--- src/rtl/mcdf_pkg.sv ---
// ============================================================================
// Module      : mcdf_pkg
// Description : Shared types and constants for the MCDF formatter receive path.
// Revision    : 1.0 - initial release
// ============================================================================
`default_nettype none

package mcdf_pkg;

    localparam int c_ID_W   = 2;
    localparam int c_DATA_W = 32;
    localparam int c_LEN_W  = 6;

    localparam logic [c_LEN_W-1:0] c_LEN_4  = 6'd4;
    localparam logic [c_LEN_W-1:0] c_LEN_8  = 6'd8;
    localparam logic [c_LEN_W-1:0] c_LEN_16 = 6'd16;
    localparam logic [c_LEN_W-1:0] c_LEN_32 = 6'd32;

    typedef enum logic [1:0] {
        ST_IDLE       = 2'd0,
        ST_GRANT      = 2'd1,
        ST_WAIT_START = 2'd2,
        ST_RECV       = 2'd3
    } fmt_state_t;

    typedef struct packed {
        logic                last;
        logic [c_ID_W-1:0]   id;
        logic [c_DATA_W-1:0] data;
    } fifo_entry_t;

    localparam int c_ENTRY_W = $bits(fifo_entry_t);

    function automatic logic is_legal_len(input logic [c_LEN_W-1:0] len);
        return (len == c_LEN_4) || (len == c_LEN_8) || (len == c_LEN_16) || (len == c_LEN_32);
    endfunction

endpackage

`default_nettype wire

--- src/rtl/mcdf_sync_fifo.sv ---
// ============================================================================
// Module      : mcdf_sync_fifo
// Description : First-word-fall-through synchronous FIFO with occupancy output.
// Revision    : 1.0 - initial release
// ============================================================================
`default_nettype none

module mcdf_sync_fifo #(
    parameter int W     = 35,
    parameter int DEPTH = 64
) (
    input  logic                     clk_i,
    input  logic                     rstn_i,
    input  logic                     i_push,
    input  logic [W-1:0]             i_wdata,
    input  logic                     i_pop,
    output logic [W-1:0]             o_rdata,
    output logic                     o_empty,
    output logic [$clog2(DEPTH):0]   o_used
);

    localparam int c_AW = $clog2(DEPTH);
    localparam logic [c_AW:0] c_PTR_ONE = {{c_AW{1'b0}}, 1'b1};

    logic [W-1:0]  r_mem [DEPTH];
    logic [W-1:0]  r_hold;
    logic [c_AW:0] r_wr_ptr;
    logic [c_AW:0] r_rd_ptr;
    logic          w_full;
    logic          w_push;
    logic          w_pop;

    assign o_used  = r_wr_ptr - r_rd_ptr;
    assign o_empty = (r_wr_ptr == r_rd_ptr);
    assign w_full  = (r_wr_ptr[c_AW] != r_rd_ptr[c_AW]) &&
                     (r_wr_ptr[c_AW-1:0] == r_rd_ptr[c_AW-1:0]);
    assign w_push  = i_push && !w_full;
    assign w_pop   = i_pop && !o_empty;

    // While empty, the last word handed out stays on the output
    assign o_rdata = o_empty ? r_hold : r_mem[r_rd_ptr[c_AW-1:0]];

    always_ff @(posedge clk_i) begin
        if (w_push) begin
            r_mem[r_wr_ptr[c_AW-1:0]] <= i_wdata;
        end
    end

    always_ff @(posedge clk_i or negedge rstn_i) begin
        if (!rstn_i) begin
            r_wr_ptr <= '0;
            r_rd_ptr <= '0;
            r_hold   <= '0;
        end else begin
            if (w_push) begin
                r_wr_ptr <= r_wr_ptr + c_PTR_ONE;
            end
            if (w_pop) begin
                r_rd_ptr <= r_rd_ptr + c_PTR_ONE;
                r_hold   <= r_mem[r_rd_ptr[c_AW-1:0]];
            end
        end
    end

endmodule

`default_nettype wire

--- src/rtl/mcdf_fmt_rx.sv ---
// ============================================================================
// Module      : mcdf_fmt_rx
// Description : Formatter receive side: grant arbitration, packet capture, framed output.
// Revision    : 1.0 - initial release
// ============================================================================
`default_nettype none

module mcdf_fmt_rx
    import mcdf_pkg::*;
#(
    parameter int FIFO_DEPTH = 64,
    parameter int TMO_CYCLES = 16,
    parameter int PKTCNT_W   = 16
) (
    input  logic                 clk_i,
    input  logic                 rstn_i,
    input  logic                 fmt_req_i,
    output logic                 fmt_grant_o,
    input  logic [1:0]           fmt_child_i,
    input  logic [5:0]           fmt_length_i,
    input  logic                 fmt_start_i,
    input  logic                 fmt_end_i,
    input  logic [31:0]          fmt_data_i,
    output logic                 rd_valid_o,
    input  logic                 rd_ready_i,
    output logic [31:0]          rd_data_o,
    output logic [1:0]           rd_id_o,
    output logic                 rd_last_o,
    output logic                 len_err_o,
    output logic                 tmo_err_o,
    output logic [PKTCNT_W-1:0]  pkt_cnt_o
);

    localparam int c_AW    = $clog2(FIFO_DEPTH);
    localparam int c_TMO_W = $clog2(TMO_CYCLES) + 1;
    localparam logic [c_LEN_W-1:0] c_CNT_MAX = '1;
    localparam logic [c_TMO_W-1:0] c_TMO_LAST = c_TMO_W'(TMO_CYCLES - 1);
    localparam logic [c_AW:0]      c_DEPTH    = (c_AW + 1)'(FIFO_DEPTH);

    fmt_state_t            r_state;
    fmt_state_t            w_next;
    logic [c_ID_W-1:0]     r_child;
    logic [c_LEN_W-1:0]    r_len;
    logic [c_LEN_W-1:0]    r_cnt;
    logic [c_LEN_W-1:0]    w_total;
    logic [c_TMO_W-1:0]    r_tmo_cnt;
    logic                  r_len_err;
    logic                  r_tmo_err;
    logic [PKTCNT_W-1:0]   r_pkt_cnt;

    logic                  w_word;
    logic                  w_push;
    logic                  w_last;
    logic                  w_end_hit;
    logic                  w_tmo_hit;
    logic                  w_pop;
    logic                  w_empty;
    logic [c_AW:0]         w_used;
    logic [c_AW:0]         w_free;
    fifo_entry_t           w_wr_entry;
    fifo_entry_t           w_rd_entry;

    assign w_free  = c_DEPTH - w_used;
    assign w_total = (r_cnt == c_CNT_MAX) ? r_cnt : r_cnt + 1'b1;

    // Words beyond the latched length are counted but never stored
    assign w_push    = w_word && (r_cnt < r_len);
    assign w_last    = fmt_end_i || (r_cnt == r_len - 1'b1);
    assign w_end_hit = w_word && fmt_end_i;

    always_ff @(posedge clk_i or negedge rstn_i) begin
        if (!rstn_i) begin
            r_state <= ST_IDLE;
        end else begin
            r_state <= w_next;
        end
    end

    always_comb begin
        w_next    = r_state;
        w_word    = 1'b0;
        w_tmo_hit = 1'b0;
        case (r_state)
            ST_IDLE: begin
                if (fmt_req_i && is_legal_len(fmt_length_i) &&
                    (w_free >= (c_AW + 1)'(fmt_length_i))) begin
                    w_next = ST_GRANT;
                end
            end
            ST_GRANT: begin
                w_next = ST_WAIT_START;
            end
            ST_WAIT_START: begin
                if (fmt_start_i) begin
                    w_word = 1'b1;
                    w_next = fmt_end_i ? ST_IDLE : ST_RECV;
                end else if (r_tmo_cnt == c_TMO_LAST) begin
                    w_tmo_hit = 1'b1;
                    w_next    = ST_IDLE;
                end
            end
            ST_RECV: begin
                w_word = 1'b1;
                if (fmt_end_i) begin
                    w_next = ST_IDLE;
                end
            end
            default: begin
                w_next = ST_IDLE;
            end
        endcase
    end

    always_ff @(posedge clk_i or negedge rstn_i) begin
        if (!rstn_i) begin
            r_child   <= '0;
            r_len     <= '0;
            r_cnt     <= '0;
            r_tmo_cnt <= '0;
            r_len_err <= 1'b0;
            r_tmo_err <= 1'b0;
            r_pkt_cnt <= '0;
        end else begin
            r_len_err <= w_end_hit && (w_total != r_len);
            r_tmo_err <= w_tmo_hit;
            // Capture the packet header that passed the space check
            if ((r_state == ST_IDLE) && (w_next == ST_GRANT)) begin
                r_child <= fmt_child_i;
                r_len   <= fmt_length_i;
            end
            if (r_state == ST_GRANT) begin
                r_cnt     <= '0;
                r_tmo_cnt <= '0;
            end else begin
                if (w_word) begin
                    r_cnt <= w_total;
                end
                if (r_state == ST_WAIT_START) begin
                    r_tmo_cnt <= r_tmo_cnt + 1'b1;
                end
            end
            if (w_push && w_last) begin
                r_pkt_cnt <= r_pkt_cnt + 1'b1;
            end
        end
    end

    assign w_wr_entry = '{last: w_last, id: r_child, data: fmt_data_i};
    assign w_pop      = rd_valid_o && rd_ready_i;

    mcdf_sync_fifo #(
        .W     (c_ENTRY_W),
        .DEPTH (FIFO_DEPTH)
    ) u_fifo (
        .clk_i   (clk_i),
        .rstn_i  (rstn_i),
        .i_push  (w_push),
        .i_wdata (w_wr_entry),
        .i_pop   (w_pop),
        .o_rdata (w_rd_entry),
        .o_empty (w_empty),
        .o_used  (w_used)
    );

    assign fmt_grant_o = (r_state == ST_GRANT);
    assign rd_valid_o  = !w_empty;
    assign rd_data_o   = w_rd_entry.data;
    assign rd_id_o     = w_rd_entry.id;
    assign rd_last_o   = w_rd_entry.last;
    assign len_err_o   = r_len_err;
    assign tmo_err_o   = r_tmo_err;
    assign pkt_cnt_o   = r_pkt_cnt;

endmodule

`default_nettype wire

--- config.mk ---
export PLATFORM = sky130hd
export DESIGN_NAME = mcdf_fmt_rx
export DESIGN_NICKNAME = d
export VERILOG_FILES = /design/src/rtl/mcdf_pkg.sv /design/src/rtl/mcdf_sync_fifo.sv /design/src/rtl/mcdf_fmt_rx.sv
export SDC_FILE = /design/constraint.sdc
export NUM_CORES = 2
export LEC_CHECK = 0
export CORE_ASPECT_RATIO = 1.5
export CORE_MARGIN = 4
export CORE_UTILIZATION = 30
export CTS_CLUSTER_DIAMETER = 150
export DETAILED_ROUTE_END_ITERATION = 8
export PLACE_DENSITY = 0.44
export SLEW_MARGIN = 25
export SYNTH_ARGS = -nofsm -noshare
export SYNTH_HDL_FRONTEND = slang
export SYNTH_SLANG_ARGS = --single-unit
--- constraint.sdc ---
create_clock -name clk_i -period 6.2 [get_ports clk_i]
set_clock_uncertainty 0.15 [all_clocks]
set_input_delay 1.86 -clock clk_i [delete_from_list [all_inputs] [get_ports clk_i]]
set_output_delay 1.86 -clock clk_i [all_outputs]
set_load 0.01 [all_outputs]
**Word-level counts from Yosys, hierarchy flattened**

Memory sizes are Yosys's and may differ from the RTL's.
Index checks and enable logic that the tools add are counted.

- Register bits: 88
- Bits in latches: 0
- Bits in writable memories: 2,240
- Memory bits (read-only): 0
- Bits of input ports: 46
- Output and inout port bits: 55
- Logic and storage cells: 76
- Memories kept: 1

Memories:

| name | depth | width | rd ports | clocked after Yosys merged registers in | wr ports | RTL line | source |
|---|---|---|---|---|---|---|---|
| u_fifo.r_mem | 64 | 35 | 1 | 0 | 1 | mcdf_sync_fifo.sv:25 | `logic [W-1:0] r_mem [DEPTH];` |

- $add $sub $neg: 8
- Multiply operators: 0
- Divide/modulo/power cells: 0
- $lt $le $gt $ge: 2
- Equality and inequality tests: 15
- Shifts and indexed selects: 0
- Mux-type cells: 19
- Bitwise gates (word level): 0
- Reduce and logical (&&, ||, !) cells: 20

Operators by type and width:

| cell | number |
|---|---|
| $mux 35 | 1 |
| $mux 6 | 3 |
| $add 16x1->16 const B | 1 |
| $add 7x1->7 const B | 2 |
| $eq 6x6->1 | 2 |
| $eq 6x6->1 const B | 2 |
| $logic_and 1x1->1 | 11 |
| $mux 2 | 5 |
| $mux 5 | 2 |
| $pmux 2 s4 | 1 |
| $eq 7x7->1 | 1 |
| $ge 7x6->1 | 1 |
| $sub 7x7->7 | 1 |
| $sub 7x7->7 const A | 1 |
| $add 6x1->6 const B | 1 |
| $eq 6x3->1 const B | 1 |
| $eq 6x4->1 const B | 1 |
| $eq 6x5->1 const B | 1 |
| $lt 6x6->1 | 1 |
| $mux 1 | 6 |
| $ne 6x6->1 | 1 |
| $sub 6x1->6 const B | 1 |
| $add 5x1->5 const B | 1 |
| $eq 5x4->1 const B | 1 |
| 8 further kinds | 15 |

**Depth between registers and ports, before layout**

- Depth in word-level cells: 10
- Mapped depth: 22
- Gate-level depth less buffers: 16

**Hierarchy**

From an unflattened synthesis, not the netlist that was laid out.

- Cell total of the unflattened synthesis: 4,522
- Area, all modules: 90,968.5 µm²

By module, submodules not included:

| module | times used | cells an instance | area each (µm²) | seq. area each (µm²) |
|---|---|---|---|---|
| mcdf_sync_fifo | 1 | 4,220 | 88,303.4 | 68,490.7 |
| mcdf_fmt_rx | 1 | 302 | 2,665.1 | 975.9 |

**Worst setup path after synthesis**

No wires, ideal clock.

- Path type: input to register
- Start: input port fmt_start_i
- End: memory u_fifo.r_mem[30][0], enable pin
- Data arrival time: 4.598 ns
- Data required time: 5.623 ns
- Slack: 1.024 ns
- Cell stages on the path: 8
- Cell sequence: a21oi_1 > nor4_1 > a21oi_1 > nor2_2 > nand2_1 > or3_1 > clkbuf_1 > nor2_1

- Cells in the longest elaborated chain, start to end: 6

Ends and longest elaborated chain:

| item | RTL line | source |
|---|---|---|
| from (decl) | mcdf_fmt_rx.sv:21 | `input logic fmt_start_i,` |
| $mux 1 | mcdf_fmt_rx.sv:94 | `if (fmt_start_i) begin` |
| $pmux 1 s2 | mcdf_fmt_rx.sv:83 | `case (r_state)` |
| $logic_and 1x1->1 | mcdf_fmt_rx.sv:67 | `assign w_push = w_word && (r_cnt < r_len);` |
| $logic_and 1x1->1 | mcdf_sync_fifo.sv:37 | `assign w_push = i_push && !w_full;` |
| $mux 1 | mcdf_sync_fifo.sv:44 | `if (w_push) begin` |
| $mux 1 (implied by the code) | mcdf_sync_fifo.sv:45 | `r_mem[r_wr_ptr[c_AW-1:0]] <= i_wdata;` |
| to (decl) | mcdf_sync_fifo.sv:25 |  |

No other way between the ends.

**Final worst setup path**

- Start: register u_fifo.r_rd_ptr[0]
- End: output port rd_data_o[14]

- Cells in the longest elaborated chain, start to end: 2
- Elaborated cells between the ends (all ways): 3

Ends and longest elaborated chain:

| item | RTL line | source |
|---|---|---|
| from (decl) | mcdf_sync_fifo.sv:28 | `logic [c_AW:0] r_rd_ptr;` |
| from (signal assigned) | mcdf_sync_fifo.sv:59 | `r_rd_ptr <= r_rd_ptr + c_PTR_ONE;` |
| $mem_v2 64x35 / $eq 7x7->1 (equally long branches) | n/a |  |
| $mux 35 (*) | mcdf_sync_fifo.sv:41 | `assign o_rdata = o_empty ? r_hold : r_mem[r_rd_ptr[c_AW-1:0]];` |
| to (decl) | mcdf_fmt_rx.sv:26 | `output logic [31:0] rd_data_o,` |

Every way passes the cells marked *; elsewhere a longest branch is shown, timed or not.

==> results.cfg <==
[run_status]
status = finished clean

[global_route]
grt_util_met1 = 0.215
grt_pass1_vias = 48420
grt_pass1_wl_mm = 381
grtUsageMet2 = 0.314
grt.busiest_layer = met2
grtUsageTotal = 0.170
use_met3 = 0.0159
antenna_found_initial = 8
globalRoute.totalOverflow = 0
grt_max_degree = 72

[logic_synthesis]
syn_area_per_cell_sq_um = 19.8
ys_top_cells_by_area = edfxtp_1, mux4_2, mux2i_1
yosysWarnings = 0
synth_seq_area_share = 0.766
synth.largest_area_cell = edfxtp_1
synthArstFlopShare = 0.0378
synth-edff-count = 2240
synth_fp_nets = 4662
synth_top_area_frac = 0.741
synthTopCellsByCount = edfxtp_1, mux4_2, mux2i_1
yosysMostFrequentCell = edfxtp_1
synth_cell_type_count = 67
syn_inst = 4581
syn_area_sq_um = 90700
synth_seq_cells = 2328
synth_ff_type = edfxtp_1

[cells_and_area]
drive_above_1_share = 0.266
final_cells = 9213
nets = 5129
postLayoutCoreUtil = 0.358
syn2layout_area_growth_pct = 19.0
fillers = 28012

[cts]
insertion_delay_ns = 0.87
clock_sinks = 2328
holdBufCountCts = 0
cts_max_path_buffers = 4
numCtsBuffers = 218
h-tree-depth = 4
path_clk_slew_ns = 0.06
clock_tree.root_cell = clkbuf_16
cts_tree = yes

[worst_setup_path]
worstPathArrival_ns = 4.09
max_stage_delay_ns = 0.56
required_ns = 4.19
critPathLaunchType = flop
cp_top_family = buffers and inverters
endpoint_kind = output pin
critPathMostFrequentCell = buf_4
cpMaxStageDelayCell = dfrtp_4
crit_type = reg -> out
cp_num_buf_inv = 6
worstPathMaxFanout = 24
path_cells = buf_12, nor2b_4, buf_4, buf_4, a21oi_1, a221oi_2, nor3_1, buf_4, a21oi_1, buf_4, a21oi_1, clkdlybuf4s50_1

[die]
io_pins = 101
die_h_microns = 682
initial_core_util = 0.301
fp.dieArea_sq_um = 311000
core_area_sq_um = 301000
die_w_microns = 457
placementRows = 247

[route]
detail_route.iter0.violations = 3616
vias = 45737
drc = 0
first_pass_iters = 5
antenna_left = 0
viasPerCell = 4.96
drt-total-wl_mm = 269
wl_per_cell_microns = 29.2

[pwr]
p_leak_nw = 34.8
powerDensity_nw_per_um2 = 462
ir_worst_vdd_mv = 0.328

[sta]
finalCritPeriodShare = 0.984
setup_tns_ns = 0
rsz0062_at_grt = false
tightest_slew_ns = 1.00
hold_viol = 0
slew_violations = 0
fmax_ghz = 0.164
timing.final.ws_setup_ns = 0.0974
timing.final.crit_period_ns = 6.10
slew_headroom = 0.332
setup_viol_count_final = 0

[placed_design]
dp_cells = 8758
place.gp.congestion = 0.757
pre_cts_ws_ns = 0.110
io_buffers = 100
dpl.hpwl_mm = 160

[flow_run]
maxCapViolCount = 0

[min_path]
hold_path.class = reg -> reg
==> where the power goes <==
part,internal [mW],switching (mW)
clock network,7.39,5.82
registers,18.1,0.368
logic,7.78,10.5
total,33.3,16.6
==> cell usage in the layout (no fill, tap or decap), types with 77 or more instances in the layout <==
cell type,instances
a21oi_1,141
buf_12,93
buf_4,278
clkbuf_16,223
dfrtp_1,80
edfxtp_1,2240
mux2i_1,290
mux4_2,438
nand2_1,267
nor2_1,116
o22ai_1,77
==> final timing paths <==
check	start	end	slack, ns	depth (start not counted)
max	u_fifo.r_rd_ptr[0]	rd_data_o[14]	0.1	12
min	pkt_cnt_o[15]	pkt_cnt_o[15]	0.32	1
max reg2reg	u_fifo.r_rd_ptr[1]	r_child[1]	1.94	17
min reg2reg	pkt_cnt_o[15]	pkt_cnt_o[15]	0.32	1
max in group asynchronous	rstn_i	u_fifo.r_hold[14]	4.10	2
min in group asynchronous	rstn_i	u_fifo.r_rd_ptr[5]	0.83	1
==> flip-flops by register name, indices dropped and copies added, names as in the netlist <==
name / flops
pkt_cnt_o: 16
r_cnt: 6
r_state: 2
u_fifo.r_rd_ptr: 7
r_child: 2
len_err_o: 1
r_tmo_cnt: 5
u_fifo.r_wr_ptr: 7
r_len: 6
tmo_err_o: 1
u_fifo.r_hold: 35
u_fifo.r_mem: 2240
==> cells by family after synthesis <==
group | synth area share
flip-flops | 0.766
multiplexers | 0.143
AND/OR/NAND/NOR | 0.0277
AO/OA/AOI/OAI | 0.0365
buffers and inverters | 0.0171
XOR/XNOR | 0.00491
adder cells (fa/ha/maj) | 0.00491
==> worst register-to-register path, stage by stage, from the launching register on <==
cell and delay [ns]:
dfrtp_4 0.52, buf_12 0.16, buf_4 0.15, bufbuf_16 0.30, ha_1 0.33, ha_1 0.17
inv_1 0.06, fa_1 0.46, inv_1 0.07, a21o_1 0.10, a21oi_1 0.07, xnor2_1 0.14
ha_1 0.30, a21oi_1 0.14, o21ai_0 0.13, o21ai_1 0.18, a21bo_2 0.32, mux2_2 0.37
==> per-layer routing <==
layer  wire [microns]  up-vias
li1                 -    19613
met1           110000    24904
met2           144000      903
met3             8790      317
met4             6660        0
met5                0        -
==> timing repair <==
action | 4_1_cts | 5_1_grt
pin swaps | 17 | 2
setup endpoints to repair | 35 | 26
resized for setup | 167 | 25
gates cloned | 9 | 0
setup buffers | 35 | 10
==> area by class of cell <==
| cell class | count | area [sq um] | area share |
|---|---|---|---|
| flip-flops and latches | 2328 | 69500 | 0.643 |
| clock buffers | 267 | 5800 | 0.0537 |
| well taps | 3984 | 4980 | 0.0462 |
| inverters | 37 | 140 | 0.00130 |
| diodes | 5 | 12.5 | 0.000116 |
| multi-input cells | 1966 | 21000 | 0.194 |
| repair buffers | 497 | 5550 | 0.0514 |
| clock inverters | 129 | 1070 | 0.00988 |
==> metrics by stage <==
stage | area (sq um) | hold slack [ns] | total power, mW
after detailed placement | 99600 | 0.310 | 36.0
after floorplan | 90700 | 0.289 | 28.1
after global placement | 99600 | 0.305 | 36.0
final | 108000 | 0.320 | 49.9
after global routing | 108000 | 0.348 | 52.2
after CTS | 108000 | 0.323 | 50.6
(Power assumes the default switching activity.)
